File: src/rtl/mem_writeback.sv
// Memory/write-back stage: performs an optional data-memory access over a req/ack
// bus, then commits the result to the register file and/or PC in a single cycle.
module mem_writeback #(
    parameter int unsigned DATA_WIDTH     = 16,
    parameter int unsigned REG_ADDR_WIDTH = 3,
    parameter int unsigned TIMEOUT        = 255
) (
    input  logic                      clk,
    input  logic                      reset,
    input  logic                      enable,
    input  logic [DATA_WIDTH-1:0]     alu_out,
    input  logic [DATA_WIDTH-1:0]     store_data,
    input  logic                      write_rD,
    input  logic                      write_pc,
    input  logic [1:0]                memory_mode,
    input  logic [REG_ADDR_WIDTH-1:0] rd_sel,
    output logic                      mem_req,
    output logic                      mem_we,
    output logic [DATA_WIDTH-1:0]     mem_addr,
    output logic [DATA_WIDTH-1:0]     mem_wdata,
    input  logic [DATA_WIDTH-1:0]     mem_rdata,
    input  logic                      mem_ack,
    output logic                      reg_we,
    output logic [REG_ADDR_WIDTH-1:0] reg_waddr,
    output logic [DATA_WIDTH-1:0]     reg_wdata,
    output logic                      pc_we,
    output logic [DATA_WIDTH-1:0]     pc_wdata,
    output logic                      busy,
    output logic                      done,
    output logic                      bus_error
);

    localparam int unsigned CNT_WIDTH  = 8;
    localparam logic [1:0]  MODE_READ  = 2'b01;
    localparam logic [1:0]  MODE_WRITE = 2'b10;

    typedef enum logic [1:0] {
        S_IDLE   = 2'd0,
        S_ACCESS = 2'd1,
        S_COMMIT = 2'd2
    } state_e;

    state_e                    state_q, state_d;
    logic [CNT_WIDTH-1:0]      cnt_q, cnt_d;
    logic [DATA_WIDTH-1:0]     addr_q, addr_d;
    logic [DATA_WIDTH-1:0]     sdata_q, sdata_d;
    logic                      wr_rd_q, wr_rd_d;
    logic                      wr_pc_q, wr_pc_d;
    logic [1:0]                mode_q, mode_d;
    logic [REG_ADDR_WIDTH-1:0] rd_q, rd_d;
    logic [DATA_WIDTH-1:0]     rdata_q, rdata_d;
    logic                      err_q, err_d;

    logic                      mem_req_q, mem_req_d;
    logic                      mem_we_q, mem_we_d;
    logic [DATA_WIDTH-1:0]     mem_addr_q, mem_addr_d;
    logic [DATA_WIDTH-1:0]     mem_wdata_q, mem_wdata_d;
    logic                      reg_we_q, reg_we_d;
    logic [REG_ADDR_WIDTH-1:0] reg_waddr_q, reg_waddr_d;
    logic [DATA_WIDTH-1:0]     reg_wdata_q, reg_wdata_d;
    logic                      pc_we_q, pc_we_d;
    logic [DATA_WIDTH-1:0]     pc_wdata_q, pc_wdata_d;
    logic                      busy_q, busy_d;
    logic                      done_q, done_d;
    logic                      bus_error_q, bus_error_d;

    // State, latched operands and registered outputs.
    always_ff @(posedge clk or posedge reset) begin
        if (reset) begin
            state_q     <= S_IDLE;
            cnt_q       <= '0;
            addr_q      <= '0;
            sdata_q     <= '0;
            wr_rd_q     <= 1'b0;
            wr_pc_q     <= 1'b0;
            mode_q      <= 2'b00;
            rd_q        <= '0;
            rdata_q     <= '0;
            err_q       <= 1'b0;
            mem_req_q   <= 1'b0;
            mem_we_q    <= 1'b0;
            mem_addr_q  <= '0;
            mem_wdata_q <= '0;
            reg_we_q    <= 1'b0;
            reg_waddr_q <= '0;
            reg_wdata_q <= '0;
            pc_we_q     <= 1'b0;
            pc_wdata_q  <= '0;
            busy_q      <= 1'b0;
            done_q      <= 1'b0;
            bus_error_q <= 1'b0;
        end else begin
            state_q     <= state_d;
            cnt_q       <= cnt_d;
            addr_q      <= addr_d;
            sdata_q     <= sdata_d;
            wr_rd_q     <= wr_rd_d;
            wr_pc_q     <= wr_pc_d;
            mode_q      <= mode_d;
            rd_q        <= rd_d;
            rdata_q     <= rdata_d;
            err_q       <= err_d;
            mem_req_q   <= mem_req_d;
            mem_we_q    <= mem_we_d;
            mem_addr_q  <= mem_addr_d;
            mem_wdata_q <= mem_wdata_d;
            reg_we_q    <= reg_we_d;
            reg_waddr_q <= reg_waddr_d;
            reg_wdata_q <= reg_wdata_d;
            pc_we_q     <= pc_we_d;
            pc_wdata_q  <= pc_wdata_d;
            busy_q      <= busy_d;
            done_q      <= done_d;
            bus_error_q <= bus_error_d;
        end
    end

    // Next state, then outputs decoded from the next state and next operands.
    always_comb begin
        state_d     = state_q;
        cnt_d       = cnt_q;
        addr_d      = addr_q;
        sdata_d     = sdata_q;
        wr_rd_d     = wr_rd_q;
        wr_pc_d     = wr_pc_q;
        mode_d      = mode_q;
        rd_d        = rd_q;
        rdata_d     = rdata_q;
        err_d       = err_q;
        reg_waddr_d = reg_waddr_q;
        reg_wdata_d = reg_wdata_q;
        pc_wdata_d  = pc_wdata_q;

        unique case (state_q)
            S_IDLE: begin
                if (enable) begin
                    addr_d  = alu_out;
                    sdata_d = store_data;
                    wr_rd_d = write_rD;
                    wr_pc_d = write_pc;
                    mode_d  = memory_mode;
                    rd_d    = rd_sel;
                    rdata_d = '0;
                    err_d   = 1'b0;
                    cnt_d   = '0;
                    if (memory_mode == MODE_READ || memory_mode == MODE_WRITE) begin
                        state_d = S_ACCESS;
                    end else begin
                        state_d = S_COMMIT;
                    end
                end
            end
            S_ACCESS: begin
                if (mem_ack) begin
                    if (mode_q == MODE_READ) begin
                        rdata_d = mem_rdata;
                    end
                    cnt_d   = '0;
                    state_d = S_COMMIT;
                end else begin
                    cnt_d = cnt_q + CNT_WIDTH'(1);
                    // A zero TIMEOUT never matches, so the access waits forever.
                    if (TIMEOUT != 0 && cnt_d == CNT_WIDTH'(TIMEOUT)) begin
                        err_d   = 1'b1;
                        cnt_d   = '0;
                        state_d = S_COMMIT;
                    end
                end
            end
            S_COMMIT: state_d = S_IDLE;
            default:  state_d = S_IDLE;
        endcase

        mem_req_d   = (state_d == S_ACCESS);
        mem_we_d    = (state_d == S_ACCESS) && (mode_d == MODE_WRITE);
        mem_addr_d  = (state_d == S_ACCESS) ? addr_d : '0;
        mem_wdata_d = mem_we_d ? sdata_d : '0;
        busy_d      = (state_d != S_IDLE);
        done_d      = (state_d == S_COMMIT);
        reg_we_d    = done_d && wr_rd_d && !err_d;
        pc_we_d     = done_d && wr_pc_d && !err_d;
        bus_error_d = done_d && err_d;

        // Write-back data is loaded only on entry to COMMIT and held afterwards.
        if (done_d) begin
            reg_waddr_d = rd_d;
            reg_wdata_d = (mode_d == MODE_READ) ? rdata_d : addr_d;
            pc_wdata_d  = addr_d;
        end
    end

    assign mem_req   = mem_req_q;
    assign mem_we    = mem_we_q;
    assign mem_addr  = mem_addr_q;
    assign mem_wdata = mem_wdata_q;
    assign reg_we    = reg_we_q;
    assign reg_waddr = reg_waddr_q;
    assign reg_wdata = reg_wdata_q;
    assign pc_we     = pc_we_q;
    assign pc_wdata  = pc_wdata_q;
    assign busy      = busy_q;
    assign done      = done_q;
    assign bus_error = bus_error_q;

endmodule

File: config.mk
export PLATFORM = sky130hd
export DESIGN_NAME = mem_writeback
export DESIGN_NICKNAME = d
export VERILOG_FILES = /design/src/rtl/mem_writeback.sv
export SDC_FILE = /design/constraint.sdc
export NUM_CORES = 1
export LEC_CHECK = 0
export BUFFER_PORTS_ARGS = -buffer_cell sky130_fd_sc_hd__buf_4
export CORE_ASPECT_RATIO = 2
export CORE_MARGIN = 2
export CORE_UTILIZATION = 40
export DETAILED_ROUTE_END_ITERATION = 10
export SLEW_MARGIN = 20
export SYNTH_ARGS = -nofsm -noshare
export SYNTH_HDL_FRONTEND = slang
export SYNTH_SLANG_ARGS = --single-unit
export TNS_END_PERCENT = 30
File: constraint.sdc
create_clock -name clk -period 5.6 [get_ports clk]
set_clock_uncertainty 0.05 [all_clocks]
set_input_delay 1.12 -clock clk [delete_from_list [all_inputs] [get_ports clk]]
set_output_delay 1.12 -clock clk [all_outputs]
set_load 0.01 [all_outputs]
==> flow_summary.yaml <==
outcome:
  status: "finished clean"
floorplan:
  initial_utilization: 0.409
  num_rows: 61
  die-area_um2: 15200
  die_x_um: 88.3
  core-area_um2: 13900
  io_pins: 133
  dieHeight_um: 173
power_and_ir_drop:
  powerDensity_nw_per_um2: 474
  power_mw: 3.53
  peakVddDrop_uv: 281
  p_leak_nw: 3.63
placement:
  io_buffer_count: 132
  place_inst: 755
  postPlaceCellArea_um2: 6870
  place_congestion: 0.774
  hpwl_mm: 9.32
synthesis:
  ys_ff_latch: 140
  synth_top_area_cell: "dfrtp_1"
  synth.top_cell.area_share: 0.616
  avgSynthCellArea_um2: 12.6
  yosysWarnings: 0
  synth_cell_types: 43
  yosysSeqAreaShare: 0.616
  syn_area_um2: 5680
  synthArstFlopShare: 1.00
  synth_fp_nets: 511
  yosys_most_used_dff: "dfrtp_1"
  syn_inst: 450
  synth_area_leaders: "dfrtp_1, mux2_2, nand2_1"
  synth-edff-count: 0
setup_path:
  crit_arrival_ns: 3.24
  worstPathMaxFanout: 16
  worstSetupPathType: "input port to register"
  startpoint_type: "input port"
  r2r_cells: 7
  required_ns: 5.85
  crit_path_end_kind: "register"
sta:
  period_share: 0.535
  max_slew.worst_pin.slew_ns: 1.02
  fmax_mhz: 334
  rsz0062_at_grt: "no"
  tns_ns: 0
  finalHoldViolCount: 0
  finalSetupViolations: 0
  drv_slew: 0
  max-slew-margin-rel: 0.320
  period_needed_ns: 2.99
global_route:
  antenna_found_initial: 0
  grt_max_degree: 96
  gr-total-overflow: 0
  grtUsageMet3: 0.0487
  grt_pass1_wl_mm: 21.9
  first_global_vias: 4210
  grtUsageTotal: 0.189
  grt.busiest_layer: "met2"
  grtUsageMet1: 0.213
  grtUsageMet2: 0.328
clocking:
  cts_hold_buffers: 0
  cts_tree: "built"
  clkSlewWorstSetupHoldPaths_ns: 0.06
  cts.repair.resized: 0
  post_cts_buffers: 0
  clockBufferDepth: 2
  cts_root_buf: "clkbuf_16"
  numClockSinks: 140
  htree_num_levels: 4
  cts_buffers: 17
  clkLatencyLatePin_ns: 0.41
drt:
  num_vias: 3921
  wl_per_cell_um: 17.2
  via_per_inst: 4.98
  postRouteAntennaNets: 0
  drt-pass1-iter-count: 4
  drt_iter0_markers: 152
  drc: 0
  drt_wl_total_mm: 13.5
finish:
  stdcell_area_um2: 7450
  fin_nets: 647
  mostFrequentLayoutCells: "dfrtp_1, buf_4, nand2_1, mux2_2, nor2b_1"
  antenna_cells: 0
  finalNonFillerCells: 787
  layout_commonest_cell: "dfrtp_1"
  drive_gt1_frac: 0.405
  syn_to_final_growth_pct: 31.1
min_path:
  hold_depth: 2
  hp-class: "register to register"
job:
  maxCapViolCount: 0
path summary, 6_finish.rpt:
kind / slack [ns] / endpoint / start
worst max-delay path: 2.61 / reg_wdata[13] / mem_ack
worst min-delay path: 0.41 / sdata_q[7] / sdata_q[7]
worst max register to register: 2.62 / pc_wdata[11] / cnt_q[0]
worst min register to register: 0.41 / sdata_q[7] / sdata_q[7]
max in group asynchronous: 3.57 / addr_q[2] / reset
min in group asynchronous: 0.79 / mem_wdata[8] / reset
critical path, stage by stage:
cell and delay, ns:
buf_4 0.11, nand3b_1 0.21, nor2_2 0.84, mux2_2 0.44
mux2_2 0.26, mux2_2 0.26
state kept, by name, indices dropped and copies added, names as in the netlist, 2 cells and up:
name / cells
reg_wdata: 16
reg_waddr: 3
mem_wdata: 16
cnt_q: 8
mode_q: 2
addr_q: 16
pc_wdata: 16
mem_addr: 16
sdata_q: 16
state_q: 2
rd_q: 3
rdata_q: 16
report_power, final:
part           switching, mW  leakage (nW)  total, mW  internal, mW
sequential             0.126          1.80       1.42          1.29
clock                  0.422         0.272       1.08         0.663
combinational          0.503          1.56       1.02         0.520
Yosys cell counts, types with 2 or more instances:
cell type  count
buf_2          8
dfrtp_1      140
clkbuf_1       9
a31oi_1        4
o21bai_1       2
nor4b_1       16
mux2_1        14
mux2_2        65
buf_6          3
nor2_1        15
a21oi_1        6
inv_1         14
o21ai_0        5
buf_4          2
mux2i_1        5
o211ai_1       2
nand2b_1       3
o21a_1        12
ha_1           2
nor2b_1       20
nand2_1       78
nand3_1        4
area by class of cell:
type	instances	area [um^2]
fillers	1240	6440
flip-flops and latches	140	3500
multi-input cells	274	2030
repair buffers	139	1050
clock buffers	20	447
well taps	189	236
clock inverters	11	120
inverters	14	57.6
stage by stage:
stage	worst slack, ns	util	hold WS [ns]
global placement	1.63	0.494	0.395
floorplan	0.677	-	0.384
global route	2.43	0.536	0.445
CTS	2.31	0.535	0.418
detailed placement	1.87	0.494	0.404
finish	2.61	0.536	0.413
per-layer routing:
layer  wire (um)  vias up
met5           0        -
met2        7460      112
met1        5070     1974
met3         601       25
li1            -     1810
met4         387        0
cell families (layout without fill, tap and decap cells):
| logic type | after synthesis | after routing | share of synthesized area |
|---|---|---|---|
| buffers and inverters | 36 | 184 | 0.0308 |
| xor gates and xnor gates | 1 | 1 | 0.00154 |
| AOI/OAI and AO/OA | 40 | 40 | 0.0509 |
| DFF | 140 | 140 | 0.616 |
| and+or+nand+nor | 147 | 147 | 0.131 |
| muxes | 84 | 84 | 0.165 |
| adders and majority gates | 2 | 2 | 0.00440 |
(Power assumes the default switching activity.)
